### src/rtl/mem_port_arbiter.sv
// Arbiter sharing one single-port memory between instruction fetch and load/store.
// Data wins by default; a saturating starvation counter forces a fetch grant after a data streak.
module mem_port_arbiter #(
  parameter int unsigned ADDR_WIDTH   = 32,
  parameter int unsigned DATA_WIDTH   = 32,
  parameter int unsigned MEM_LATENCY  = 2,
  parameter int unsigned STARVE_LIMIT = 4
) (
  input  logic                  clk_i,
  input  logic                  rst_i,
  input  logic                  if_req_i,
  input  logic [ADDR_WIDTH-1:0] if_addr_i,
  input  logic                  if_flush_i,
  output logic                  if_gnt_o,
  output logic                  if_rvalid_o,
  output logic [DATA_WIDTH-1:0] if_rdata_o,
  input  logic                  d_req_i,
  input  logic                  d_we_i,
  input  logic [ADDR_WIDTH-1:0] d_addr_i,
  input  logic [DATA_WIDTH-1:0] d_wdata_i,
  output logic                  d_gnt_o,
  output logic                  d_rvalid_o,
  output logic [DATA_WIDTH-1:0] d_rdata_o,
  output logic                  mem_en_o,
  output logic                  mem_we_o,
  output logic [ADDR_WIDTH-1:0] mem_addr_o,
  output logic [DATA_WIDTH-1:0] mem_wdata_o,
  input  logic [DATA_WIDTH-1:0] mem_rdata_i,
  output logic                  busy_o
);

  localparam logic [1:0] StIdle  = 2'd0;
  localparam logic [1:0] StIssue = 2'd1;
  localparam logic [1:0] StWait  = 2'd2;
  localparam logic [1:0] StResp  = 2'd3;

  localparam int unsigned LatW = (MEM_LATENCY > 1) ? $clog2(MEM_LATENCY) : 1;
  localparam int unsigned StvW = $clog2(STARVE_LIMIT + 1);
  localparam logic [LatW-1:0] LatLoad   = LatW'(MEM_LATENCY - 1);
  localparam logic [StvW-1:0] StarveMax = StvW'(STARVE_LIMIT);

  logic [1:0]            state_q, state_d;
  logic [LatW-1:0]       lat_q, lat_d;
  logic [StvW-1:0]       starve_q, starve_d;
  logic                  own_d_q, own_d_d;
  logic                  we_q, we_d;
  logic                  flush_q, flush_d;
  logic                  if_gnt_q, if_gnt_d, d_gnt_q, d_gnt_d;
  logic                  if_rvalid_q, if_rvalid_d, d_rvalid_q, d_rvalid_d;
  logic [DATA_WIDTH-1:0] if_rdata_q, if_rdata_d, d_rdata_q, d_rdata_d;
  logic                  mem_en_q, mem_en_d, mem_we_q, mem_we_d;
  logic [ADDR_WIDTH-1:0] mem_addr_q, mem_addr_d;
  logic [DATA_WIDTH-1:0] mem_wdata_q, mem_wdata_d;
  logic                  busy_q, busy_d;

  logic arb, pick_data, pick_if, last_wait;

  always_comb begin
    state_d     = state_q;
    lat_d       = lat_q;
    starve_d    = starve_q;
    own_d_d     = own_d_q;
    we_d        = we_q;
    flush_d     = flush_q;
    if_gnt_d    = 1'b0;
    d_gnt_d     = 1'b0;
    if_rvalid_d = 1'b0;
    d_rvalid_d  = 1'b0;
    if_rdata_d  = if_rdata_q;
    d_rdata_d   = d_rdata_q;
    mem_en_d    = 1'b0;
    mem_we_d    = 1'b0;
    mem_addr_d  = '0;
    mem_wdata_d = '0;

    arb       = (state_q == StIdle) || (state_q == StResp);
    pick_data = d_req_i && !((starve_q == StarveMax) && if_req_i);
    pick_if   = if_req_i && !pick_data;
    last_wait = (state_q == StWait) && (lat_q == '0);

    case (state_q)
      StIssue: begin
        state_d = StWait;
        lat_d   = LatLoad;
      end
      StWait: begin
        if (lat_q == '0) state_d = StResp;
        else             lat_d   = lat_q - 1'b1;
      end
      StResp: begin
        state_d = StIdle;
        flush_d = 1'b0;
      end
      default: ;
    endcase

    if (!own_d_q && if_flush_i && ((state_q == StIssue) || (state_q == StWait))) begin
      flush_d = 1'b1;
    end

    // A flush seen in the final wait cycle must still suppress the response.
    if (last_wait) begin
      if (own_d_q) begin
        d_rvalid_d = 1'b1;
        d_rdata_d  = we_q ? '0 : mem_rdata_i;
      end else if (!flush_q && !if_flush_i) begin
        if_rvalid_d = 1'b1;
        if_rdata_d  = mem_rdata_i;
      end
    end

    if (arb) begin
      if (pick_data || pick_if) begin
        state_d     = StIssue;
        own_d_d     = pick_data;
        we_d        = pick_data && d_we_i;
        if_gnt_d    = pick_if;
        d_gnt_d     = pick_data;
        mem_en_d    = 1'b1;
        mem_we_d    = pick_data && d_we_i;
        mem_addr_d  = pick_data ? d_addr_i : if_addr_i;
        mem_wdata_d = pick_data ? d_wdata_i : '0;
        flush_d     = 1'b0;
      end
      if (!if_req_i || pick_if) begin
        starve_d = '0;
      end else if (pick_data && (starve_q != StarveMax)) begin
        starve_d = starve_q + 1'b1;
      end
    end

    busy_d = (state_d != StIdle);
  end

  always_ff @(posedge clk_i or posedge rst_i) begin
    if (rst_i) begin
      state_q     <= StIdle;
      lat_q       <= '0;
      starve_q    <= '0;
      own_d_q     <= 1'b0;
      we_q        <= 1'b0;
      flush_q     <= 1'b0;
      if_gnt_q    <= 1'b0;
      d_gnt_q     <= 1'b0;
      if_rvalid_q <= 1'b0;
      d_rvalid_q  <= 1'b0;
      if_rdata_q  <= '0;
      d_rdata_q   <= '0;
      mem_en_q    <= 1'b0;
      mem_we_q    <= 1'b0;
      mem_addr_q  <= '0;
      mem_wdata_q <= '0;
      busy_q      <= 1'b0;
    end else begin
      state_q     <= state_d;
      lat_q       <= lat_d;
      starve_q    <= starve_d;
      own_d_q     <= own_d_d;
      we_q        <= we_d;
      flush_q     <= flush_d;
      if_gnt_q    <= if_gnt_d;
      d_gnt_q     <= d_gnt_d;
      if_rvalid_q <= if_rvalid_d;
      d_rvalid_q  <= d_rvalid_d;
      if_rdata_q  <= if_rdata_d;
      d_rdata_q   <= d_rdata_d;
      mem_en_q    <= mem_en_d;
      mem_we_q    <= mem_we_d;
      mem_addr_q  <= mem_addr_d;
      mem_wdata_q <= mem_wdata_d;
      busy_q      <= busy_d;
    end
  end

  assign if_gnt_o    = if_gnt_q;
  assign d_gnt_o     = d_gnt_q;
  assign if_rvalid_o = if_rvalid_q;
  assign d_rvalid_o  = d_rvalid_q;
  assign if_rdata_o  = if_rdata_q;
  assign d_rdata_o   = d_rdata_q;
  assign mem_en_o    = mem_en_q;
  assign mem_we_o    = mem_we_q;
  assign mem_addr_o  = mem_addr_q;
  assign mem_wdata_o = mem_wdata_q;
  assign busy_o      = busy_q;

endmodule
### config.mk
export PLATFORM = sky130hd
export DESIGN_NAME = mem_port_arbiter
export DESIGN_NICKNAME = d
export VERILOG_FILES = /design/src/rtl/mem_port_arbiter.sv
export SDC_FILE = /design/constraint.sdc
export NUM_CORES = 1
export LEC_CHECK = 0
export ABC_CLOCK_PERIOD_IN_PS = 6120
export BUFFER_PORTS_ARGS = -buffer_cell sky130_fd_sc_hd__buf_2
export CAP_MARGIN = 20
export CORE_ASPECT_RATIO = 1.1
export CORE_MARGIN = 2
export CORE_UTILIZATION = 46
export CTS_CLUSTER_SIZE = 10
export DETAILED_ROUTE_END_ITERATION = 10
export PLACE_DENSITY = 0.91
export SLEW_MARGIN = 20
export SYNTH_ARGS = -nofsm -noshare
export SYNTH_HDL_FRONTEND = slang
export SYNTH_SLANG_ARGS = --single-unit
export TNS_END_PERCENT = 5
### constraint.sdc
create_clock -name clk_i -period 6.12 [get_ports clk_i]
set_clock_uncertainty 0.2 [all_clocks]
set_input_delay 0.612 -clock clk_i [delete_from_list [all_inputs] [get_ports clk_i]]
set_output_delay 0.612 -clock clk_i [all_outputs]
set_load 0.02 [all_outputs]
==> results of run 1 <==
[routing by layer]
layer  global-route usage [%]  routed length, um  vias to the layer above
met2                     38.0               7240                      214
li1                         -                  -                     2119
met4                     5.22                144                        0
met3                     7.33               1200                       12
met1                     23.6               5220                     2166
met5                        0                  0                        -
[cells in the mapped netlist (2+ instances only)]
cell / number
sky130_fd_sc_hd__a21oi_1: 34
sky130_fd_sc_hd__inv_1: 8
sky130_fd_sc_hd__nand3_1: 33
sky130_fd_sc_hd__nor2_1: 3
sky130_fd_sc_hd__clkbuf_1: 25
sky130_fd_sc_hd__mux2_2: 22
sky130_fd_sc_hd__nand2b_1: 35
sky130_fd_sc_hd__buf_6: 7
sky130_fd_sc_hd__and2_1: 33
sky130_fd_sc_hd__ha_1: 5
sky130_fd_sc_hd__o21ai_0: 66
sky130_fd_sc_hd__a22o_1: 2
sky130_fd_sc_hd__nand3b_1: 2
sky130_fd_sc_hd__nand2_1: 33
sky130_fd_sc_hd__buf_2: 2
sky130_fd_sc_hd__dfrtp_1: 144
sky130_fd_sc_hd__mux2_4: 10
[area by class of cell]
class / instances / area, um^2
Clock buffer: 18 / 439
Clock inverter: 14 / 149
Fill cell: 951 / 4390
Inverter: 8 / 35.0
Multi-Input combinational cell: 290 / 1840
Sequential cell: 144 / 3600
Tap cell: 154 / 193
Timing Repair Buffer: 273 / 1390
[kinds of logic after synthesis]
group	synth area share (%)
simple gates	14.3
flops	63.7
compound gates	9.85
buf+inv	3.76
mux	7.21
fa+ha+maj	1.11
[how the worst min path moves through the flow]
stage	end	slack, ps	cells after the start
2_1_floorplan	starve_q[1]	280	2
3_3_place_gp	d_rdata_o[6]	260	2
3_5_place_dp	d_rdata_o[11]	270	2
4_1_cts	mem_wdata_o[10]	130	2
5_1_grt	mem_wdata_o[10]	140	2
6_report	mem_wdata_o[12]	110	2
[per-stage QoR]
stage                     util (%)  instance area [um^2]  worst slack (ps)
after floorplan                  -                  5650              1440
after global placement        58.5                  7040              2950
after detailed placement      58.5                  7040              2920
after CTS                     63.4                  7630              3300
after global routing          63.6                  7650              3410
final                         63.6                  7650              3570
[power by group]
part	internal (uW)	leakage (uW)	total, uW	switching [uW]
Clock	586	0.000283	1000	415
Sequential	1340	0.00183	1520	187
Combinational	575	0.00196	1540	967
[state kept, by name (all words and copies together), names as in the netlist, 2 cells and up]
| name | cells |
|---|---|
| d_rdata_o | 32 |
| if_rdata_o | 32 |
| mem_addr_o | 32 |
| mem_wdata_o | 32 |
| starve_q | 3 |
| state_q | 2 |
[critical path, cell delays in order]
cell,delay [ps]
sky130_fd_sc_hd__buf_2,490
sky130_fd_sc_hd__inv_1,590
sky130_fd_sc_hd__nor3_4,590
sky130_fd_sc_hd__buf_8,230
sky130_fd_sc_hd__and2_1,150
==> results.toml, run 1 <==
[sta]
highest_clock_rate_mhz = 393
final_period_minus_worst_setup_slack_ps = 2550
finalSetupViolCount = 0
layout_worst_path_cycle_share_pct = 41.6
rsz0062_at_grt = "no"
setup_tns_ps = 0
timing.final.hold_violations = 0
maxSlewViolCount = 0
fin_hold_ws_ps = 105
actual_transition_at_the_worst_max_transition_pin_ps = 1060
worst_slew_margin_rel_pct = 29.2

[cells_and_area]
drive_above_1_share_pct = 46.1
mostFrequentLayoutCells = "sky130_fd_sc_hd__buf_2 (268), sky130_fd_sc_hd__dfrtp_1 (144), sky130_fd_sc_hd__o21ai_0 (66)"
post_layout_nonfiller_instances = 901
mostFrequentLayoutCell = "sky130_fd_sc_hd__buf_2"
area.growth.synth_to_final_pct = 35.3
nets = 873
antenna_cells = 0

[routing]
via_cell_ratio = 5.01
drtAntennaViolNets = 0
drt_pre_antenna_iters = 4
via_count = 4511
routedWlPerCell_um = 15.3
1st_iter_drt_viols = 310
routed_wl_um = 13800
detail_route.drc_violations = 0

[setup_path]
critical_path.endpoint_type = "flop"
crit_arrival_ps = 2680
critical_path_class = "in2reg"
timing.critical_path.fanout_max = 35
timing.critical_path.required_ps = 6250
reg2regPathDepth = 6
cp-start-kind = "input pin"
timing.critical_path.from = "d_req_i"
rrSetupSlack_ps = 3670
r2r_end = "we_q"
crit_end = "mem_wdata_o[24]"
crit-reg2reg-launch = "starve_q[0]"

[clock_network]
h-tree-depth = 4
postCtsResizedCells = 0
postCtsHoldBufs = 0
cts_setup_buffers = 0
cts_sinks = 144
clk_transition_reported_paths_ps = 60
cts_tree = "yes"
clockRootBuffer = "sky130_fd_sc_hd__clkbuf_16"
cts_buf_count = 17
clock_latency_at_the_later_pin_of_the_worst_skew_pair_ps = 400
cts-root-to-sink-buffers = 2

[pwr]
max-vdd-ir-drop_v = 0.000251
cellPowerDensity_nw_per_um2 = 532
p_leak_uw = 0.00408
tot_pwr_uw = 4070

[synthesis]
netlist.top_cell.by_area = "sky130_fd_sc_hd__dfrtp_1"
netlist_instances = 476
ys_async_sr_fraction_pct = 100
synth-seq-area-share_pct = 63.7
yosysWarningCount = 0
synth.cell_area_um2 = 5650
synth_top_area_share_pct = 63.7
yosys_register_bits = 144
synth_flop_cell = "sky130_fd_sc_hd__dfrtp_1"
synth_enable_flop_cells = 0
syn-mean-instance-area_um2 = 11.9
synthesis.nets = 615
ys_top_cells_by_area = "sky130_fd_sc_hd__dfrtp_1 (64%), sky130_fd_sc_hd__o21ai_0 (5.8%), sky130_fd_sc_hd__mux2_2 (4.4%)"
post_synth_num_cell_types = 29

[global_routing]
antenna_found_initial = 0
grt_pass1_wl_um = 21600
number_of_global_route_vias_before_repair = 4460
grt_start_max_net_pins = 74
grt-ovfl-total = 0
grt_use_total_pct = 21.1

[die]
boundaryPins = 269
die_w_um = 110
start_util_pct = 47.0
placementRows = 42
fp.coreArea_um2 = 12000
die_height_um = 120
design.die.area_um2 = 13200

[status]
status = "finished clean"

[flow_run]
drv_cap = 0

[hold_path]
hold_path.class = "in2async"

[place]
routabilityCongestion = 0.827
placedCellCount = 868
placement.io_buffers = 268
dp_hpwl_um = 10100
No activity file was read; power rests on OpenSTA's default activity.
==> run 2: changes to the inputs <==
--- a/config.mk
+++ b/config.mk
@@ -5,15 +5,15 @@
 export SDC_FILE = /design/constraint.sdc
 export NUM_CORES = 1
 export LEC_CHECK = 0
-export ABC_CLOCK_PERIOD_IN_PS = 6120
+export ABC_CLOCK_PERIOD_IN_PS = 2300
 export BUFFER_PORTS_ARGS = -buffer_cell sky130_fd_sc_hd__buf_2
 export CAP_MARGIN = 20
 export CORE_ASPECT_RATIO = 1.1
 export CORE_MARGIN = 2
-export CORE_UTILIZATION = 46
+export CORE_UTILIZATION = 42
 export CTS_CLUSTER_SIZE = 10
 export DETAILED_ROUTE_END_ITERATION = 10
-export PLACE_DENSITY = 0.91
+export PLACE_DENSITY = 0.88
 export SLEW_MARGIN = 20
 export SYNTH_ARGS = -nofsm -noshare
 export SYNTH_HDL_FRONTEND = slang
==> constraint.sdc (replaced) <==
create_clock -name clk_i -period 2.3 [get_ports clk_i]
set_clock_uncertainty 0.2 [all_clocks]
set_input_delay 0.23 -clock clk_i [delete_from_list [all_inputs] [get_ports clk_i]]
set_output_delay 0.23 -clock clk_i [all_outputs]
set_load 0.02 [all_outputs]
==> run 2 against run 1 <==
  * Sequential share of layout area fell by 7.4 points
  * Critical path depth rose by 1
  * First-iteration DRC count increased by 9.0%
  * Cell count increased by 16%
  * Non-clock buffer count grew 138
  * Register-to-register slack got worse by 3400 ps
  * Clock power increased to 2.8 times the previous value
  * Sequential power grew to 2.6 times the previous value
  * Core utilization grew 5.4 points
  * Setup slack got worse by 3300 ps
  * Critical path type is now reg2reg
  * Critical endpoint is now mem_addr_o[6]
  * Highest routed layer is now met5
==> results.toml, run 2 (synthesis gave the netlist of run 1 again) <==
[sta]
finalSetupViolCount = 0
timing.final.hold_violations = 0
highest_clock_rate_mhz = 505
setup_tns_ps = 0
actual_transition_at_the_worst_max_transition_pin_ps = 761
maxSlewViolCount = 0
rsz0062_at_grt = "no"
layout_worst_path_cycle_share_pct = 86.1
final_period_minus_worst_setup_slack_ps = 1980
worst_slew_margin_rel_pct = 49.3

[routing]
detail_route.drc_violations = 0
routed_wl_um = 17700
drt_pre_antenna_iters = 4
routedWlPerCell_um = 16.9
1st_iter_drt_viols = 338
via_cell_ratio = 5.03
drtAntennaViolNets = 0
via_count = 5254

[clock_network]
h-tree-depth = 4
cts_buf_count = 17
clk_transition_reported_paths_ps = 60
cts_sinks = 144
postCtsHoldBufs = 132
cts_tree = "yes"
cts_setup_buffers = 0
postCtsResizedCells = 0
clock_latency_at_the_later_pin_of_the_worst_skew_pair_ps = 400
cts-root-to-sink-buffers = 2
clockRootBuffer = "sky130_fd_sc_hd__clkbuf_16"

[status]
status = "finished clean"

[die]
fp.coreArea_um2 = 13200
die_height_um = 126
boundaryPins = 269
placementRows = 44
start_util_pct = 43.0
design.die.area_um2 = 14400
die_w_um = 115

[place]
placement.io_buffers = 268
placedCellCount = 881
postPlaceCellArea_um2 = 7130
routabilityCongestion = 0.791
dp_hpwl_um = 9620

[pwr]
max-vdd-ir-drop_v = 0.000480
cellPowerDensity_nw_per_um2 = 1250
p_leak_uw = 0.00468

[setup_path]
timing.critical_path.required_ps = 2370
cp-start-kind = "flop"
critical_path.endpoint_type = "flop"
crit_arrival_ps = 2050
timing.critical_path.fanout_max = 32
critical_path_class = "reg2reg"

[flow_run]
drv_cap = 0

[global_routing]
grt_use_total_pct = 25.1
grt-ovfl-total = 0
grt_pass1_wl_um = 28000
number_of_global_route_vias_before_repair = 5604
grt_start_max_net_pins = 145
antenna_found_initial = 0

[cells_and_area]
mostFrequentLayoutCells = "sky130_fd_sc_hd__buf_2 (268), sky130_fd_sc_hd__dfrtp_1 (144), sky130_fd_sc_hd__dlygate4sd3_1 (132)"
antenna_cells = 0
fillCellCount = 872
nets = 1011
finalInstanceArea_um2 = 9080
post_layout_nonfiller_instances = 1045
area.growth.synth_to_final_pct = 60.5
mostFrequentLayoutCell = "sky130_fd_sc_hd__buf_2"
drive_above_1_share_pct = 39.4

[hold_path]
hold_path.class = "in2reg"
[run 2: changes by cell type in the layout (fill, tap and decap cells not counted), sizes merged]
cell / before / now
buf: 273 / 279
dlygate4sd3: 0 / 132
clkbuf: 18 / 19
clkinv: 5 / 4
clkinvlp: 2 / 4
bufinv: 1 / 3
inv: 14 / 9
[run 2: path summary, 6_finish.rpt]
check / start / endpoint / slack (ps) / cells after the start
max in group asynchronous: rst_i / if_rdata_o[16] / 910 / 4
worst max register to register: state_q[1] / mem_addr_o[6] / 320 / 6
worst min register to register: d_rdata_o[4] / d_rdata_o[4] / 270 / 2
worst max-delay path: state_q[1] / mem_addr_o[6] / 320 / 6
min in group asynchronous: rst_i / mem_wdata_o[15] / 420 / 4
worst min-delay path: d_req_i / d_gnt_o / 10 / 3
[run 2: per-layer routing]
layer / global-route usage, % / vias up / routed length [um]
met5: 0 / - / 5
met2: 41.5 / 279 / 8630
li1: - / 2395 / -
met4: 13.0 / 2 / 599
met1: 28.5 / 2526 / 6800
met3: 9.00 / 52 / 1670
[run 2: stage by stage]
step	hold slack (ps)	total power [uW]	setup slack (ps)	util, %
after floorplan	159	6710	65.0	-
final	15.0	11300	319	69.0
after global placement	237	8080	154	54.2
after global routing	21.4	11900	175	69.0
after CTS	70.9	11300	119	68.9
after detailed placement	241	8220	131	54.2
[run 2: report_power, final]
group | switching, uW | internal (uW)
sequential | 460 | 3560
clock | 1060 | 1760
combinational | 2750 | 1710
[run 2: cell type report]
class	instances	area (um^2)	area share, %
multi-input cells	290	1840	20.2
clock inverters	12	158	1.74
flip-flops and latches	144	3600	39.7
repair buffers	411	2790	30.7
inverters	8	33.8	0.372
well taps	161	201	2.22
clock buffers	19	453	4.99
[run 2: critical path: stages, from the launching register on]
cell and delay (ps):
sky130_fd_sc_hd__dfrtp_1 380, sky130_fd_sc_hd__inv_1 50, sky130_fd_sc_hd__ha_1 330, sky130_fd_sc_hd__buf_4 190, sky130_fd_sc_hd__o21bai_2 170, sky130_fd_sc_hd__buf_4 390, sky130_fd_sc_hd__a21oi_1 110
